<file path="src/rtl/clk_div_pkg.sv">
// Shared constants and helpers for the sysclk divider bank.
// Default divisors target the 100 MHz board: ch0 100 kHz, ch1 1 kHz, ch2 5 kHz.
package clk_div_pkg;

    localparam int DIV_FN_W  = 32;
    localparam int DEF_N_CH  = 3;
    localparam int DEF_CNT_W = 16;

    localparam logic [DEF_N_CH*DEF_CNT_W-1:0] DIV_INIT_100MHZ =
        {16'd10000, 16'd50000, 16'd500};

    // Channel-select width; never collapses to zero bits for a single channel.
    function automatic int sel_width(input int n_ch);
        return (n_ch > 1) ? $clog2(n_ch) : 1;
    endfunction

    // A zero half-period is meaningless, so it is treated as the fastest rate.
    function automatic logic [DIV_FN_W-1:0] sanitize_div(input logic [DIV_FN_W-1:0] val);
        return (val == 32'd0) ? 32'd1 : val;
    endfunction

endpackage

</file>
<file path="src/rtl/clk_div_chan.sv">
// One divider channel: half-period counter, shadow/active divisor pair,
// 50% duty output clock and a registered rising-edge tick.
module clk_div_chan
    import clk_div_pkg::*;
#(
    parameter int CNT_W = DEF_CNT_W
) (
    input  logic             sysclk,
    input  logic             rst,
    input  logic             en,
    input  logic             sync,
    input  logic             wr,
    input  logic [CNT_W-1:0] wr_val,
    input  logic [CNT_W-1:0] init,
    output logic             clk_out,
    output logic             tick,
    output logic             pending
);

    localparam logic [CNT_W-1:0] CNT_ZERO = {CNT_W{1'b0}};
    localparam logic [CNT_W-1:0] CNT_ONE  = {{(CNT_W-1){1'b0}}, 1'b1};

    logic [CNT_W-1:0] cnt;
    logic [CNT_W-1:0] active;
    logic [CNT_W-1:0] shadow;
    logic [CNT_W-1:0] wr_san;
    logic [CNT_W-1:0] init_san;
    logic [CNT_W-1:0] shadow_nx;
    logic             restart;
    logic             terminal;
    logic             load;

    // A write goes straight into shadow_nx so a coincident load picks it up
    // without ever raising pending; active only moves on half-period boundaries.
    always_comb begin
        wr_san    = CNT_W'(sanitize_div(DIV_FN_W'(wr_val)));
        init_san  = CNT_W'(sanitize_div(DIV_FN_W'(init)));
        shadow_nx = shadow;
        if (wr) begin
            shadow_nx = wr_san;
        end else begin
            shadow_nx = shadow;
        end
        restart  = !en || sync;
        terminal = (cnt == (active - CNT_ONE));
        load     = restart || terminal;
    end

    // Counter, divisor registers and outputs; restart dominates terminal count.
    always_ff @(posedge sysclk or posedge rst) begin
        if (rst) begin
            cnt     <= CNT_ZERO;
            active  <= init_san;
            shadow  <= init_san;
            pending <= 1'b0;
            clk_out <= 1'b0;
            tick    <= 1'b0;
        end else begin
            shadow <= shadow_nx;
            if (load) begin
                cnt     <= CNT_ZERO;
                active  <= shadow_nx;
                pending <= 1'b0;
            end else begin
                cnt     <= cnt + CNT_ONE;
                active  <= active;
                pending <= pending | wr;
            end
            if (restart) begin
                clk_out <= 1'b0;
                tick    <= 1'b0;
            end else if (terminal) begin
                clk_out <= ~clk_out;
                tick    <= ~clk_out;
            end else begin
                clk_out <= clk_out;
                tick    <= 1'b0;
            end
        end
    end

endmodule

</file>
<file path="src/rtl/clk_div_bank.sv">
// Bank of N_CH independent sysclk dividers with shared sync and a single
// divisor-write port addressed by div_sel.
module clk_div_bank
    import clk_div_pkg::*;
#(
    parameter int                      N_CH     = DEF_N_CH,
    parameter int                      CNT_W    = DEF_CNT_W,
    parameter logic [N_CH*CNT_W-1:0]   DIV_INIT = DIV_INIT_100MHZ,
    parameter int                      SEL_W    = sel_width(N_CH)
) (
    input  logic             sysclk,
    input  logic             rst,
    input  logic [N_CH-1:0]  en,
    input  logic             sync,
    input  logic             div_wr,
    input  logic [SEL_W-1:0] div_sel,
    input  logic [CNT_W-1:0] div_val,
    output logic [N_CH-1:0]  clk_out,
    output logic [N_CH-1:0]  tick,
    output logic [N_CH-1:0]  div_pending
);

    for (genvar ch = 0; ch < N_CH; ch++) begin : g_chan
        logic wr_ch;

        // Out-of-range selects match no channel and are dropped.
        assign wr_ch = div_wr && (div_sel == SEL_W'(ch));

        clk_div_chan #(
            .CNT_W (CNT_W)
        ) u_chan (
            .sysclk  (sysclk),
            .rst     (rst),
            .en      (en[ch]),
            .sync    (sync),
            .wr      (wr_ch),
            .wr_val  (div_val),
            .init    (DIV_INIT[ch*CNT_W +: CNT_W]),
            .clk_out (clk_out[ch]),
            .tick    (tick[ch]),
            .pending (div_pending[ch])
        );
    end

endmodule

</file>
<file path="config.mk">
export PLATFORM = sky130hd
export DESIGN_NAME = clk_div_bank
export DESIGN_NICKNAME = d
export VERILOG_FILES = /design/src/rtl/clk_div_pkg.sv /design/src/rtl/clk_div_chan.sv /design/src/rtl/clk_div_bank.sv
export SDC_FILE = /design/constraint.sdc
export NUM_CORES = 1
export LEC_CHECK = 0
export ABC_AREA = 1
export BUFFER_PORTS_ARGS = -buffer_cell sky130_fd_sc_hd__buf_2
export CAP_MARGIN = 20
export CORE_ASPECT_RATIO = 1.1
export CORE_MARGIN = 3
export CORE_UTILIZATION = 55
export CTS_CLUSTER_DIAMETER = 60
export DETAILED_ROUTE_END_ITERATION = 8
export GPL_TIMING_DRIVEN = 0
export PLACE_DENSITY = 0.72
export SKIP_LAST_GASP = 1
export SLEW_MARGIN = 5
export SYNTH_ARGS = -nofsm -noshare
export SYNTH_HDL_FRONTEND = slang
export SYNTH_SLANG_ARGS = --single-unit
</file>
<file path="constraint.sdc">
create_clock -name sysclk -period 5.61 [get_ports sysclk]
set_clock_uncertainty 0.05 [all_clocks]
set_input_delay 0.8415 -clock sysclk [delete_from_list [all_inputs] [get_ports sysclk]]
set_output_delay 0.8415 -clock sysclk [all_outputs]
set_load 0.05 [all_outputs]
</file>
=== Word level (Yosys, flattened, before mapping) ===
Index checks and enable logic that the tools add are counted.

* Logic and storage cells: 74
* Register bits: 153
* Output and inout port bits: 9

* Muxes and demuxes: 22
* Reductions and logical operators: 17
* Add/subtract/negate cells: 6
* Eq/ne operators: 5
* Bitwise gates (word level): 6

{| class="wikitable"
|+ Operator list
! operator !! number
|-
| $mux 16 || 7
|-
| $add 16x1->16 const B || 3
|-
| $eq 16x16->1 || 3
|-
| $sub 16x1->16 const B || 3
|-
| $logic_not 16->1 || 1
|-
| $mux 1 || 15
|-
| $logic_or 1x1->1 || 6
|-
| $reduce_bool 2->1 || 3
|-
| $logic_and 1x1->1 || 3
|-
| $logic_not 1->1 || 3
|-
| $not 1->1 || 3
|-
| $or 1x1->1 || 3
|-
| $eq 2x1->1 const B || 1
|-
| $eq 2x2->1 const B || 1
|-
| $logic_not 2->1 || 1
|}

=== Longest topological paths before layout ===
* Word-level depth: 4
* Depth in mapped cells: 16
* Mapped depth without buffers: 15

=== Worst setup path before layout ===
OpenSTA, ideal clock, no wires.

* Path kind: reg2reg
* From: register g_chan[1].u_chan.active[0]
* To: register g_chan[1].u_chan.cnt[0]
* Data arrival time: 1.851 ns
* Slack: 3.588 ns
* Clock period less this slack: 2.022 ns
* Required time: 5.439 ns
* Stages on the path, launching flop included: 15
* Cells stage by stage: dfrtp_1 > inv_1 > ha_1 > nand3_2 > nor2_2 > nand2_1 > nand2_1 > nand2_1 > nor2_1 > nand2_1 > nor2_1 > nand2_2 > nand2_4 > buf_4 > nor2_1

* Cells in the longest elaborated chain, start to end: 4

{| class="wikitable"
|+ Ends and longest elaborated chain
! what !! RTL line !! text
|-
| start: declaration || clk_div_chan.sv:24 || <nowiki>logic [CNT_W-1:0] active;</nowiki>
|-
| start signal: assignment || clk_div_chan.sv:53 || <nowiki>active <= init_san;</nowiki>
|-
| start signal: assignment || clk_div_chan.sv:62 || <nowiki>active <= shadow_nx;</nowiki>
|-
| start signal: assignment || clk_div_chan.sv:66 || <nowiki>active <= active;</nowiki>
|-
| $sub 16x1->16 || clk_div_chan.sv:45 || <nowiki>terminal = (cnt == (active - CNT_ONE));</nowiki>
|-
| $eq 16x16->1 || clk_div_chan.sv:45 ||
|-
| $logic_or 1x1->1 || clk_div_chan.sv:46 || <nowiki>load = restart || terminal;</nowiki>
|-
| $mux 16 || clk_div_chan.sv:60 || <nowiki>if (load) begin</nowiki>
|-
| end signal: assignment || clk_div_chan.sv:65 || <nowiki>cnt <= cnt + CNT_ONE;</nowiki>
|-
| end: declaration || clk_div_chan.sv:23 || <nowiki>logic [CNT_W-1:0] cnt;</nowiki>
|}

Every way passes these cells.
A chain may end at the register's enable or synchronous reset.

=== Final worst setup path ===
* From: register g_chan[1].u_chan.active[0]
* To: register g_chan[1].u_chan.active[3]

* Cells in the longest elaborated chain, start to end: 3

{| class="wikitable"
|+ Ends and longest elaborated chain
! what !! RTL line
|-
| $sub 16x1->16 || clk_div_chan.sv:45
|-
| $eq 16x16->1 || clk_div_chan.sv:45
|-
| $logic_or 1x1->1 || clk_div_chan.sv:46
|}

Every way passes these cells.

==> reports/metrics.cfg <==
[status]
status=finished clean

[clock_tree]
numCtsBuffers=17
cts.clk_slew.worst_paths_ps=70
post_cts_resized=0
clk_latency_ps=420
cts_tree=built
htree_levels=4
cts_sinks=153
hold_buffers=0
clock-root-buffer=clkbuf_16
postCtsSetupBuffers=0
clockBufferDepth=2

[grt]
grt_first_pass_wirelength_um=32100
first_global_vias=6562
grt_max_degree=84
grt-ovfl-total=0
grt_usage=0.245
antenna_found_initial=0

[place]
place_ws_ps=3130
gp_congestion=0.860
dp_hpwl_um=14300
port_buffers=33

[drt]
drt-vias-per-instance=5.13
totalWireLength_um=19200
wl_per_cell_um=14.1
initialDrtViolationCount=511
dr.pass1.iters=5
route.detailed.drc=0
vias=7008
ant_nets=0

[sta]
hold_ws_ps=395
fmaxAchievable_mhz=420
postLayoutSetupSlackWorst_ps=3230
worst_slew_pin_slew_ps=510
final_hold_viol_count=0
fin_tns_setup_ps=0
final_max_slew_viol_count=0
fin_crit_sh=0.424
slew_headroom=0.660
setup_viol=0
rsz0062_at_grt=no
post-route-min-period_ps=2380

[setup_path]
critPathLaunchType=flip-flop
crit_fanout=10
worstPathRequired_ps=5920
critical_path_class=flip-flop to flip-flop
r2r_cells=15
critical_path_arrival_ps=2690
end_kind=flip-flop

[synth]
yosysWarnings=0
synth-async-reset-ratio=1.00
syn_inst=1108
yosysSeqAreaShare=0.464
ys_types=36
synth_edf_count=0
ys_ff_latch=153
synth_ff_type=dfrtp_1
syn_nets=1139
synth_area_um2=8340
syn-mean-instance-area_um2=7.53

[final_layout]
area_delta_synth_final_pct=12.6
num-nets-final=1192
fill_cells=1324
drive_above_1_share=0.129
antenna_cells=0

[power_and_ir_drop]
max-vdd-ir-drop_v=0.000243
p_leak_nw=4.69
power.density_nw_per_um2=336

[die]
io-pin-count=34
rows=46
die_x_um=123
die_area_um2=16700
start_util=0.570
die_h_um=135
core_um2=14600

[flow_run]
cap_violations=0

[worst_hold_path]
hold_class=input port to asynchronous set/reset pin

-- kinds of logic after synthesis --
kind of cell	synth area share
xor gates and xnor gates	0.0641
DFF	0.464
AOI/OAI and AO/OA	0.0452
and+or+nand+nor	0.337
buffers and inverters	0.0803
adders and majority gates	0.00900
-- synthesized netlist by cell type, drive strengths merged, types with 2 or more instances --
master	count	area share
o21bai	2	0.0018
buf	24	0.021
clkinv	2	0.00090
nand3	102	0.063
nand2	353	0.16
nand3b	12	0.011
nor2	164	0.080
xor2	37	0.039
ha	6	0.0090
dfrtp	119	0.36
or2	3	0.0023
xnor2	24	0.025
clkbuf	14	0.0065
inv	115	0.052
nand4	13	0.0098
nor3	8	0.0054
nor4	3	0.0023
o21ai	68	0.041
dfstp	34	0.11
and2	2	0.0015
-- critical path: stages (launching register included) --
cell	delay, ps
dfrtp_1	400
inv_1	110
ha_1	250
nand3_2	180
inv_1	130
o21ai_0	90
nand2_1	60
nand2_1	40
nor2_1	140
nand3_1	90
nor2_1	130
nand2_2	180
nand2_4	160
buf_6	160
nand2_1	80
nand2_1	70
-- power breakdown --
part | internal [mW] | switching, mW
Combinational | 0.217 | 0.385
Sequential | 1.25 | 0.0985
Clock | 0.709 | 0.491
-- flip-flops by register name (all words and copies together) (netlist names) --
name	count
g_chan.u_chan.active	48
g_chan.u_chan.clk_out	3
g_chan.u_chan.cnt	48
g_chan.u_chan.pending	3
g_chan.u_chan.shadow	48
g_chan.u_chan.tick	3
-- layout make-up --
type                       count  area, um^2  share of cell area
sequential                   153        3870               0.412
buffer                        38         230              0.0245
tap                          192         240              0.0256
clock inverter                15         188              0.0200
multi-input combinational    800        3800               0.404
inverter                     117         447              0.0476
clock buffer                  17         425              0.0453
timing repair buffer          34         193              0.0205
-- worst paths after layout --
check	start	endpoint	slack, ps
min reg2reg	g_chan[2].u_chan.shadow[0]	g_chan[2].u_chan.shadow[0]	430
max reg2reg	g_chan[1].u_chan.active[0]	g_chan[1].u_chan.active[3]	3230
max in group asynchronous	rst	g_chan[1].u_chan.shadow[9]	4320
min in group sysclk	g_chan[2].u_chan.shadow[0]	g_chan[2].u_chan.shadow[0]	430
max	g_chan[1].u_chan.active[0]	g_chan[1].u_chan.active[3]	3230
min	rst	g_chan[0].u_chan.cnt[2]	390
-- through the flow --
step,total power [mW],utilization,cells,area [um^2]
2_1_floorplan,1.81,-,1108,8340
3_3_place_gp,1.94,0.598,1333,8740
3_5_place_dp,1.97,0.601,1334,8780
4_1_cts,3.17,0.643,1366,9390
5_1_grt,3.33,0.643,1366,9390
6_report,3.15,0.643,1366,9390
-- cell usage in the layout (no fill, tap or decap), types with 8 or more instances in the layout --
master	instances
nand4_1	13
dfrtp_1	119
nand3b_1	12
nor2_2	8
buf_2	39
clkbuf_1	13
nand2_1	346
nor2_1	152
nand3_1	100
buf_4	11
dfstp_2	34
xor2_1	37
xnor2_1	24
inv_1	113
clkbuf_16	17
o21ai_0	65
-- metal layers --
metal  global-route usage  vias up  share of wire
li1                     -     3560              -
met1                0.349     3289           0.48
met2                0.379      139           0.46
met3               0.0480       20          0.043
met4               0.0788        0          0.018
met5                    0        -              0
Note: power is estimated with default switching activity, not from simulation.
